### src/rtl/pos_scan_if.sv
// Stimulus/capture bus between the truth-table sequencer and the
// POS function under test.
interface pos_scan_if;
    logic        start;
    logic        f_in;
    logic        a;
    logic        b;
    logic        c;
    logic        d;
    logic        busy;
    logic        done;
    logic        pass;
    logic [15:0] table_out;
    logic [4:0]  mismatch_cnt;

    modport master (
        output start, f_in,
        input  a, b, c, d, busy, done, pass, table_out, mismatch_cnt
    );

    modport slave (
        input  start, f_in,
        output a, b, c, d, busy, done, pass, table_out, mismatch_cnt
    );
endinterface

### src/rtl/pos_scan.sv
// Truth-table sequencer: walks all 16 {a,b,c,d} vectors, captures f
// for each one and counts differences against an expected table.
module pos_scan #(
    parameter int          SETTLE = 1,
    parameter logic [15:0] EXPECT = 16'hCAFA
) (
    input logic       clk,
    input logic       rst_n,
    pos_scan_if.slave bus
);

    typedef enum logic [1:0] {IDLE, RUN, DONE} state_t;

    localparam logic [7:0] SETTLE_C = 8'(SETTLE);

    state_t      state_q, state_d;
    logic [3:0]  idx_q, idx_d;
    logic [7:0]  wcnt_q, wcnt_d;
    logic [15:0] tab_q, tab_d;
    logic [4:0]  mc_q, mc_d;

    always_ff @(posedge clk or negedge rst_n) begin
        if (!rst_n) begin
            state_q <= IDLE;
            idx_q   <= '0;
            wcnt_q  <= '0;
            tab_q   <= '0;
            mc_q    <= '0;
        end else begin
            state_q <= state_d;
            idx_q   <= idx_d;
            wcnt_q  <= wcnt_d;
            tab_q   <= tab_d;
            mc_q    <= mc_d;
        end
    end

    always_comb begin
        state_d = state_q;
        idx_d   = idx_q;
        wcnt_d  = wcnt_q;
        tab_d   = tab_q;
        mc_d    = mc_q;
        unique case (state_q)
            IDLE, DONE: begin
                if (bus.start) begin
                    state_d = RUN;
                    idx_d   = '0;
                    wcnt_d  = '0;
                    tab_d   = '0;
                    mc_d    = '0;
                end
            end
            RUN: begin
                if (wcnt_q == SETTLE_C) begin
                    tab_d[idx_q] = bus.f_in;
                    if (bus.f_in != EXPECT[idx_q])
                        mc_d = mc_q + 5'd1;
                    wcnt_d = '0;
                    // index 15 ends the scan rather than wrapping
                    if (idx_q == 4'd15)
                        state_d = DONE;
                    else
                        idx_d = idx_q + 4'd1;
                end else begin
                    wcnt_d = wcnt_q + 8'd1;
                end
            end
            default: state_d = IDLE;
        endcase
    end

    logic [3:0] abcd;

    assign abcd = (state_q == RUN) ? idx_q : 4'd0;

    assign {bus.a, bus.b, bus.c, bus.d} = abcd;
    assign bus.busy         = (state_q == RUN);
    assign bus.done         = (state_q == DONE);
    assign bus.pass         = (state_q == DONE) && (mc_q == 5'd0);
    assign bus.table_out    = tab_q;
    assign bus.mismatch_cnt = mc_q;

endmodule

### src/flat_wrapper.sv
// flat-port wrapper written by rule: the top's interface ports become plain ports
module pos_scan_flat 
#(
    parameter int          SETTLE = 1,
    parameter logic [15:0] EXPECT = 16'hCAFA
)
  (clk, rst_n, bus_start, bus_f_in, bus_a, bus_b, bus_c, bus_d, bus_busy, bus_done, bus_pass, bus_table_out, bus_mismatch_cnt);
  pos_scan_if bus_i ();
  input logic clk;
  input logic rst_n;
  input wire logic [$bits(bus_i.start)-1:0] bus_start;
  input wire logic [$bits(bus_i.f_in)-1:0] bus_f_in;
  output wire logic [$bits(bus_i.a)-1:0] bus_a;
  output wire logic [$bits(bus_i.b)-1:0] bus_b;
  output wire logic [$bits(bus_i.c)-1:0] bus_c;
  output wire logic [$bits(bus_i.d)-1:0] bus_d;
  output wire logic [$bits(bus_i.busy)-1:0] bus_busy;
  output wire logic [$bits(bus_i.done)-1:0] bus_done;
  output wire logic [$bits(bus_i.pass)-1:0] bus_pass;
  output wire logic [$bits(bus_i.table_out)-1:0] bus_table_out;
  output wire logic [$bits(bus_i.mismatch_cnt)-1:0] bus_mismatch_cnt;
  assign bus_i.start = bus_start;
  assign bus_i.f_in = bus_f_in;
  assign bus_a = bus_i.a;
  assign bus_b = bus_i.b;
  assign bus_c = bus_i.c;
  assign bus_d = bus_i.d;
  assign bus_busy = bus_i.busy;
  assign bus_done = bus_i.done;
  assign bus_pass = bus_i.pass;
  assign bus_table_out = bus_i.table_out;
  assign bus_mismatch_cnt = bus_i.mismatch_cnt;
  pos_scan #(.SETTLE(SETTLE), .EXPECT(EXPECT)) u_core (.clk(clk), .rst_n(rst_n), .bus(bus_i));
endmodule
### config.mk
export PLATFORM = sky130hd
export DESIGN_NAME = pos_scan_flat
export DESIGN_NICKNAME = d
export VERILOG_FILES = /design/src/rtl/pos_scan_if.sv /design/src/rtl/pos_scan.sv /design/src/flat_wrapper.sv
export SDC_FILE = /design/constraint.sdc
export NUM_CORES = 1
export LEC_CHECK = 0
export ABC_AREA = 1
export BUFFER_PORTS_ARGS = -buffer_cell sky130_fd_sc_hd__buf_4
export CORE_UTILIZATION = 59
export CTS_BUF_LIST = sky130_fd_sc_hd__clkbuf_16
export DETAILED_ROUTE_END_ITERATION = 16
export PLACE_DENSITY = 0.79
export SLEW_MARGIN = 20
export SYNTH_ARGS = -nofsm -noshare
export SYNTH_HDL_FRONTEND = slang
export SYNTH_SLANG_ARGS = --single-unit
export TNS_END_PERCENT = 100
### constraint.sdc
create_clock -name clk -period 4.3 [get_ports clk]
set_clock_uncertainty 0.15 [all_clocks]
set_input_delay 1.29 -clock clk [delete_from_list [all_inputs] [get_ports clk]]
set_output_delay 1.29 -clock clk [all_outputs]
set_load 0.1 [all_outputs]
After elaboration in Yosys (flattened, before gate mapping):

Memory sizes are Yosys's and may differ from the RTL's.
Cells that the tools add are included.

* bits in registers: 35
* ROM bits: 16
* memories: 1
* logic and storage cells: 55
* output and inout port bits: 28

Memories
* (name not given): depth 16, bits a word 1, rd ports 1, clocked after Yosys merged registers in 0, write ports 0, RTL line pos_scan.sv:57 `if (bus.f_in != EXPECT[idx_q])`

* $lt $le $gt $ge: 2
* multiplexer cells: 23
* add/sub/neg operators: 3
* reduce and logical (&&, ||, !) cells: 11
* equality and inequality tests: 10

Operators with widths (number)
* 16-bit two-way mux: 2
* 16-bit case mux with 2 select lines: 1
* 16-bit bitwise mux: 1
* 4-bit two-way mux: 4
* 8-bit two-way mux: 2
* 8-bit case mux with 2 select lines: 1
* 5-bit two-way mux: 3
* 5-bit case mux with 2 select lines: 1
* 8-bit by 1-bit adder with 8-bit output, second input constant: 1
* 8-bit by 1-bit equality test with 1-bit output, second input constant: 1
* 4-bit case mux with 2 select lines: 1
* 4-bit AND reduction: 2
* 2-bit two-way mux: 3
* 2-bit by 1-bit != test with 1-bit output, second input constant: 3
* 3-bit AND reduction: 2
* 5-bit by 1-bit adder with 5-bit output, second input constant: 1
* 5-bit zero test: 1
* 4-bit by 5-bit < comparator with 1-bit output, second input constant: 1
* 4-bit by 1-bit adder with 4-bit output, second input constant: 1
* 1-bit demux with 4-bit select: 1
* 4-bit equality test, second input constant: 1
* 4-bit by 1-bit >= comparator with 1-bit output, second input constant: 1
* 2-bit != test, second input constant: 2
* 2-bit case mux with 2 select lines: 1
* 9 further kinds: 11

Depth between registers and ports, before layout:

Gate-level depths: netlist of the first run.

* depth after elaboration: 7
* gate-level depth with buffers: 10
* gate-level depth less buffers: 9

Worst setup path before layout of the first run:

Ideal clock, no wire load.

* path type: register to output
* start point: register u_core.state_q[0]
* end point: output bus_pass
* stages on the path, launching flop included: 4
* setup slack: -1.128 ns
* buffers on the path: 0
* arrival: 3.988 ns
* cell sequence: dfrtp_1 nor2_1 nand3b_1 nor3_1

* word-level cells in the longest chain between the ends: 2

RTL lines
* from (decl): RTL line pos_scan.sv:16 `state_t state_q, state_d;`
* from (signal assigned): RTL line pos_scan.sv:30 `state_q <= state_d;`
* 2-bit equality test
* net bus_done: RTL line flat_wrapper.sv:18 `output wire logic [$bits(bus_i.done)-1:0] bus_done;`
* 1-bit logical AND: RTL line pos_scan.sv:80 `assign bus.pass = (state_q == DONE) && (mc_q == 5'd0);`
* to (decl): RTL line flat_wrapper.sv:19 `output wire logic [$bits(bus_i.pass)-1:0] bus_pass;`

The timed path passes the listed nets, and every way through them passes these cells.

Worst setup path in the final report of the first run:

* start point: register u_core.state_q[0]
* end point: output bus_busy

* word-level cells in the longest chain between the ends: 1

RTL lines
* 2-bit by 1-bit equality test with 1-bit output: RTL line pos_scan.sv:78 `assign bus.busy = (state_q == RUN);`
* to (decl): RTL line flat_wrapper.sv:17 `output wire logic [$bits(bus_i.busy)-1:0] bus_busy;`

No other way between the ends.

==> flow_summary.toml, run 1 <==
[status]
status = "finished, final reports clean"

[grt]
grt_pass1_wl_microns = 6630
first_global_vias = 1485
antenna_found_initial = 0
overflow = 0
grt_start_max_net_pins = 47
grtUsageTotal_pct = 24.28

[final_layout]
finalNonFillerCells = 366
seqCellArea_sq_um = 875.8
n_fill_cell = 280
multi_input_area_sq_um = 1065
postLayoutCoreUtil_pct = 73.40
finish.net_count = 331
syn_to_final_growth_pct = 17.37
drive_gt1_share_pct = 14.69
final_cell_area_sq_um = 2469
diodes = 0
final_common_cell = "nand2_1"
layout_common_cells = "nand2_1, nor2_1, nand3_1, dfrtp_1, buf_4"

[floorplan]
fp.coreArea_sq_um = 3363
dieHeight_microns = 61.71
initial_core_util_pct = 62.54
io_pins = 32
die_w_microns = 61.71
row_count = 21
die_area_sq_um = 3808

[sta]
fin_crit_ps = 3220
relSlewSlack_pct = 58.69
final_max_slew_viol_count = 0
finalHoldViolations = 0
timing.final.ws_setup_ps = 1080
fin_tns_setup_ps = 0
finalCritPeriodShare_pct = 74.88
fmax_mhz = 310.6
rsz0062_at_grt = "no"
whs_ps = 318.4
worst_pin_slew_ps = 619.0
setup_viol = 0

[cts]
root_buffer = "clkbuf_16"
postCtsSetupBuffers = 0
cts.reportedPaths.clkPinSlew_ps = 50
ctsHoldBuffers = 0
cts_tree = "built"
clock_latency_ps = 280
cts_resized = 0
h-tree-depth = 2
clock-sinks = 35
cts_buffers = 5
clockBufferDepth = 2

[routing]
wl_microns = 4212
drt-wirelength-per-cell_microns = 11.51
ant_nets = 0
via_count = 1867
drtIter0Drc = 102
viasPerCell = 5.101
dr.pass1.iters = 4
post-route-drc-count = 0

[yosys]
synth_cells = 290
synthAdderAreaFrac_pct = 4.759
yosys.area_share.xor_xnor_pct = 2.499
synth-simple-area-share_pct = 37.66
syn_nets = 302
avgSynthCellArea_sq_um = 7.253
ys_seq_area_share_pct = 41.64
yosysWarnings = 0
ys_ff_latch = 35
yosys-mux-area-fraction_pct = 0
ys_types = 24
synth_top_family_by_area = "simple AND/OR/NAND/NOR gates"
synth_compound_area_share_pct = 5.354
syn_area_sq_um = 2103

[power]
leakage_nw = 1.325
power_mw = 1.833
power_density_nw_per_um2 = 742.3
ir_drop_mv = 0.5023

[critical_path]
r2r_setup_slack_ps = 2230
cp.required_ps = 2860
critical_path.max_fanout = 19
end_kind = "primary output"
crit_type = "reg2out"
startpoint_type = "register"
arrival_ps = 1780

[placement]
hpwl_microns = 2910
placed_cells = 358
globalplace.congestion = 0.8319
placed_area_sq_um = 2332
portBuffers = 31
pre_cts_slack_ps = 1395

[worst_hold_path]
hp-class = "reg2reg"

[job]
cap_viol_max_count = 0
flip-flops by register name, summed over array words and instances, names as in the netlist:
register / cells
u_core.state_q: 2
u_core.bus.mismatch_cnt: 5
u_core.wcnt_q: 8
u_core.idx_q: 4
u_core.bus.table_out: 16
Yosys cell counts:
master,n,area (sq um)
inv_1,25,93.84
nand2_1,95,356.6
nand3b_1,1,7.510
clkbuf_1,1,3.750
nand4_1,1,6.260
dfrtp_1,35,875.8
nand2_4,2,22.52
nor3_1,5,25.02
nand2_2,1,6.260
buf_6,4,45.04
nor2_8,1,20.02
xnor2_1,2,17.52
buf_2,4,20.02
inv_2,1,3.750
o21ai_0,16,80.08
nor2_2,3,18.77
o22ai_1,2,12.51
nor2_4,1,11.26
ha_1,8,100.1
a21oi_1,4,20.02
nand3_1,35,175.2
nor2_1,38,142.6
xor2_1,4,35.03
clkinv_1,1,3.750
power breakdown:
group / internal (mW) / switching (mW)
registers: 0.388 / 0.0724
clock network: 0.208 / 0.128
logic: 0.240 / 0.796
total: 0.836 / 0.997
final timing paths:
| path | from | end | depth (start not counted) |
|---|---|---|---|
| worst max-delay path | u_core.state_q[0]$_DFFE_PN0P_ | bus_busy | 3 |
| worst min-delay path | u_core.bus.table_out[15]$_DFFE_PN0P_ | u_core.bus.table_out[15]$_DFFE_PN0P_ | 2 |
| worst max register to register | u_core.wcnt_q[1]$_DFFE_PN0P_ | u_core.bus.mismatch_cnt[3]$_DFFE_PN0P_ | 9 |
| worst min register to register | u_core.bus.table_out[15]$_DFFE_PN0P_ | u_core.bus.table_out[15]$_DFFE_PN0P_ | 2 |
| max in group asynchronous | rst_n | u_core.idx_q[3]$_DFFE_PN0P_ | 1 |
| min in group asynchronous | rst_n | u_core.bus.table_out[9]$_DFFE_PN0P_ | 1 |
cells by family after synthesis:
family          count (synthesis)
compound gates                 22
xor+xnor                        6
fa+ha+maj                       8
buf+inv                        36
flops                          35
simple gates                  183
layer usage:
metal	vias to the layer above	GRT usage, %	share of wire, %
li1	976	-	-
met1	840	32.13	47
met2	41	37.94	46
met3	10	6.832	4.7
met4	0	9.524	1.9
met5	-	0	0
critical path: stages, from the launching register on:
cell	delay, ps
dfrtp_1	470
nand2_4	210
clkinv_1	420
buf_4	400
area by class of cell:
type | count | area share [%]
clock inverters | 3 | 0.4562
inverters | 27 | 4.105
clock buffers | 5 | 5.068
repair buffers | 31 | 9.427
flip-flops and latches | 35 | 35.48
multi-input cells | 219 | 43.13
well taps | 46 | 2.331
No activity file was read; power rests on OpenSTA's default activity.
==> run 2: changes to the inputs <==
ABC_AREA = 0   (was 1)
CORE_UTILIZATION = 50   (was 59)
PLACE_DENSITY = 0.72   (was 0.79)
clock period = 2.8 ns   (was 4.3 ns; I/O delays follow)
==> run 2 against run 1 <==
Compared with the run above:
- cell area shrank 4.1%
- via count fell by 10%
- non-clock buffer count rose by 5
- critical path type unchanged
- sequential share of layout area up 1.7 points
- flip-flop and latch count did not move
- synthesized cell count down 28%
- global-route usage down 0.65 points
- first-iteration DRC count rose by 29%
- utilization decreased by 8.7 points
- register-to-register slack lost 1700 ps
- area after synthesis decreased by 9.4%
- critical path depth is 2 higher
==> flow_summary.toml, run 2 <==
[status]
status = "finished, final reports clean"

[sta]
final_max_slew_viol_count = 0
finalCritPeriodShare_pct = 90.30
timing.final.ws_setup_ps = 271.7
worst_pin_slew_ps = 496.2
fmax_mhz = 395.5
fin_crit_ps = 2528
relSlewSlack_pct = 66.85
rsz0062_at_grt = "no"
finalHoldViolations = 0
setup_viol = 0

[cts]
clock_latency_ps = 280
cts_resized = 0
clockBufferDepth = 2
ctsHoldBuffers = 0
cts.reportedPaths.clkPinSlew_ps = 60
cts_buffers = 5
clock-sinks = 35
h-tree-depth = 2
cts_tree = "built"
postCtsSetupBuffers = 0
root_buffer = "clkbuf_16"

[yosys]
synth-edff-count = 0
syn_area_sq_um = 1906
ys.flop_type = "dfrtp_1"
synth_common_cells = "o21ai_0, dfrtp_1, a21oi_1"
yosysTopAreaCellShare_pct = 45.96
yosysTopAreaCell = "dfrtp_1"
async_flop_share_pct = 100.0
yosys.cell_count.top_type = "o21ai_0"
syn_nets = 221
ys_types = 39
avgSynthCellArea_sq_um = 9.118
yosys-top-cells-area = "dfrtp_1, o21ai_0, ha_1"
ys_ff_latch = 35
synth_cells = 209
yosysWarnings = 0
ys_seq_area_share_pct = 45.96

[final_layout]
diodes = 0
finish.net_count = 257
n_fill_cell = 358
layout_common_cells = "o21ai_0, buf_4, dfrtp_1"
syn_to_final_growth_pct = 24.23
final_common_cell = "o21ai_0"
drive_gt1_share_pct = 22.76
multi_input_area_sq_um = 985.9
finalNonFillerCells = 294
largest_reg_flops = 16
seqCellArea_sq_um = 879.6

[critical_path]
crit_type = "reg2out"
cp.required_ps = 1810
arrival_ps = 1540
critical_path.max_fanout = 5
startpoint_type = "register"
end_kind = "primary output"

[placement]
hpwl_microns = 3104
placed_cells = 286
pre_cts_slack_ps = 541.0
globalplace.congestion = 0.7689
portBuffers = 31

[job]
cap_viol_max_count = 0

[routing]
via_count = 1673
ant_nets = 0
post-route-drc-count = 0
drt-wirelength-per-cell_microns = 15.01
drtIter0Drc = 132
wl_microns = 4414
viasPerCell = 5.690
dr.pass1.iters = 4

[floorplan]
initial_core_util_pct = 52.05
die_area_sq_um = 4062
dieHeight_microns = 63.74
fp.coreArea_sq_um = 3661
row_count = 22
die_w_microns = 63.74
io_pins = 32

[grt]
use_met1_pct = 30.57
overflow = 0
top_usage_layer = "met2"
met3_usage_pct = 3.393
grtUsageTotal_pct = 23.64
use_met2_pct = 37.63
antenna_found_initial = 0
grt_pass1_wl_microns = 7265
grt_start_max_net_pins = 36
first_global_vias = 1550

[worst_hold_path]
hp-class = "in2async"
-- run 2: cell count changes after synthesis, moves of 5 or more --
cell      before  now
inv_1         25    9
nand2_1       95   14
nor3_1         5    0
nand2b_1       0    6
nand3_1       35   14
a21oi_1        4   18
o21ai_0       16   38
nor2_1        38   14
-- run 2: worst paths after layout --
path / from / end / slack (ps) / cells after the start
max: u_core.bus.mismatch_cnt[0]$_DFFE_PN0P_ / bus_pass / 270 / 5
min: rst_n / u_core.bus.table_out[8]$_DFFE_PN0P_ / 340 / 1
max reg2reg: u_core.wcnt_q[1]$_DFFE_PN0P_ / u_core.bus.table_out[0]$_DFFE_PN0P_ / 550 / 6
min reg2reg: u_core.bus.table_out[2]$_DFFE_PN0P_ / u_core.bus.table_out[2]$_DFFE_PN0P_ / 360 / 2
max in group asynchronous: rst_n / u_core.bus.mismatch_cnt[0]$_DFFE_PN0P_ / 1800 / 1
min in group clk: u_core.bus.table_out[2]$_DFFE_PN0P_ / u_core.bus.table_out[2]$_DFFE_PN0P_ / 360 / 2
-- run 2: cell type report --
cell class	instances	area share (%)
Multi-Input combinational cell	158	41.65
Sequential cell	35	37.16
Timing Repair Buffer	36	11.42
Clock buffer	5	5.285
Tap cell	48	2.537
Inverter	9	1.427
Clock inverter	3	0.5285
-- run 2: cells by family (layout without fill, tap and decap cells) --
group / count (synthesis) / after routing / synth area share [%]
mux: 3 / 3 / 1.576
simple gates: 70 / 70 / 20.09
compound gates: 73 / 73 / 22.06
xor+xnor: 4 / 4 / 1.838
buf+inv: 16 / 53 / 3.217
flops: 35 / 35 / 45.96
fa+ha+maj: 8 / 8 / 5.253
-- run 2: worst max-delay path: stages (launching register included) --
cell and delay [ps]:
dfrtp_2 430, inv_1 90, ha_1 140, nand2b_1 80, nor4_4 200, buf_4 320
-- run 2: layer usage --
layer	vias up	routed length, microns
met5	-	0
met4	0	75
met3	6	170
met2	41	2118
met1	798	2049
li1	828	-
-- run 2: through the flow --
stage / hold slack [ps] / area [sq um] / utilization (%) / setup TNS, ps
finish: 344.2 / 2367 / 64.66 / 0
detailed placement: 350.3 / 2230 / 60.90 / 0
CTS: 363.0 / 2367 / 64.66 / 0
floorplan: 343.1 / 1928 / - / -1092
global placement: 337.5 / 2230 / 60.90 / 0
global route: 386.1 / 2367 / 64.66 / 0
Power of run 2 is left out: the tool's default activity adds up to more than one toggle a clock period on the data nets, which glitch-free logic cannot reach.
==> run 3: changes to the inputs <==
PLACE_DENSITY = not set   (was 0.72)
PLACE_DENSITY_LB_ADDON = 0.2   (was not set)
==> run 3 against run 2 <==
Compared with the run above:
- first-iteration DRC count shrank 4.5%
- utilization shrank 0.24 points
- routed wire length grew 0.91%
- non-clock buffer count shrank 1
- setup slack lost 32 ps
- register-to-register slack is essentially flat
- sequential share of layout area grew 0.14 points
==> flow_summary.toml, run 3 (synthesis gave the netlist of run 2 again) <==
[critical_path]
arrival_ps = 1570
startpoint_type = "register"
cp.required_ps = 1810
critical_path.max_fanout = 5
end_kind = "primary output"
crit_type = "reg2out"

[floorplan]
io_pins = 32
die_w_microns = 63.74
row_count = 22
die_area_sq_um = 4062
fp.coreArea_sq_um = 3661
initial_core_util_pct = 52.05
dieHeight_microns = 63.74

[routing]
ant_nets = 0
post-route-drc-count = 0
wl_microns = 4454
viasPerCell = 5.775
drt-wirelength-per-cell_microns = 15.20
via_count = 1692
drtIter0Drc = 126
dr.pass1.iters = 5

[placement]
globalplace.congestion = 0.8123
hpwl_microns = 3053
placed_area_sq_um = 2222
portBuffers = 31

[final_layout]
syn_to_final_growth_pct = 23.77
postLayoutCoreUtil_pct = 64.42
multi_input_area_sq_um = 985.9
seqCellArea_sq_um = 879.6
diodes = 0
finish.net_count = 256
n_fill_cell = 333
largest_reg_flops = 16
drive_gt1_share_pct = 22.04
layout_common_cells = "o21ai_0, buf_4, dfrtp_1"
final_common_cell = "o21ai_0"
final_cell_area_sq_um = 2359

[worst_hold_path]
hp-class = "reg2reg"

[grt]
overflow = 0
antenna_found_initial = 0
grt_start_max_net_pins = 36
grt_pass1_wl_microns = 7293
grtUsageTotal_pct = 23.16
first_global_vias = 1532

[sta]
final_max_slew_viol_count = 0
fin_crit_ps = 2560
relSlewSlack_pct = 57.35
fin_tns_setup_ps = 0
setup_viol = 0
worst_pin_slew_ps = 633.1
whs_ps = 357.7
fmax_mhz = 390.6
finalHoldViolations = 0
finalCritPeriodShare_pct = 91.44
rsz0062_at_grt = "no"

[cts]
cts_tree = "built"
clockBufferDepth = 2
postCtsSetupBuffers = 0
cts_resized = 0
h-tree-depth = 2
ctsHoldBuffers = 0
root_buffer = "clkbuf_16"
clock_latency_ps = 270
clock-sinks = 35
cts.reportedPaths.clkPinSlew_ps = 50
cts_buffers = 5

[status]
status = "finished, final reports clean"

[job]
cap_viol_max_count = 0
-- run 3: changes by cell type in the layout (fill, tap and decap cells not counted) --
cell / previous run / this run
buf_4: 36 / 35
clkinv_1: 1 / 2
clkinv_2: 1 / 0
-- run 3: final cells by class --
class	count	area share [%]
Multi-Input combinational cell	158	41.80
Clock buffer	5	5.305
Inverter	9	1.432
Tap cell	48	2.546
Timing Repair Buffer	35	11.14
Clock inverter	3	0.4775
Sequential cell	35	37.29
-- run 3: path summary, 6_finish.rpt --
check / start / end / slack, ps / cells past startpoint
setup / recovery: u_core.bus.mismatch_cnt[0]$_DFFE_PN0P_ / bus_pass / 240 / 5
hold / removal: u_core.bus.table_out[0]$_DFFE_PN0P_ / u_core.bus.table_out[0]$_DFFE_PN0P_ / 360 / 2
setup reg to reg: u_core.wcnt_q[1]$_DFFE_PN0P_ / u_core.wcnt_q[7]$_DFFE_PN0P_ / 540 / 6
hold reg to reg: u_core.bus.table_out[0]$_DFFE_PN0P_ / u_core.bus.table_out[0]$_DFFE_PN0P_ / 360 / 2
max in group asynchronous: rst_n / u_core.bus.mismatch_cnt[1]$_DFFE_PN0P_ / 1780 / 1
min in group asynchronous: rst_n / u_core.bus.table_out[12]$_DFFE_PN0P_ / 370 / 1
-- run 3: worst max-delay path, cell delays in order (launching register included) --
cell	delay [ps]
dfrtp_2	430
inv_1	90
ha_1	150
nand2b_1	80
nor4_4	220
buf_4	330
-- run 3: metrics by stage --
step,setup WS [ps],std cells
6_report,239.8,293
5_1_grt,161.6,293
4_1_cts,239.8,293
3_5_place_dp,527.2,285
3_3_place_gp,550.3,285
2_1_floorplan,-293.7,209
-- run 3: per-layer routing --
metal / share of wire (%) / GRT usage [%]
met1: 46 / 30.41
met2: 49 / 38.56
met3: 3.9 / 5.536
met4: 0.38 / 5.114
met5: 0 / 0
Power of run 3 is left out for the same reason.
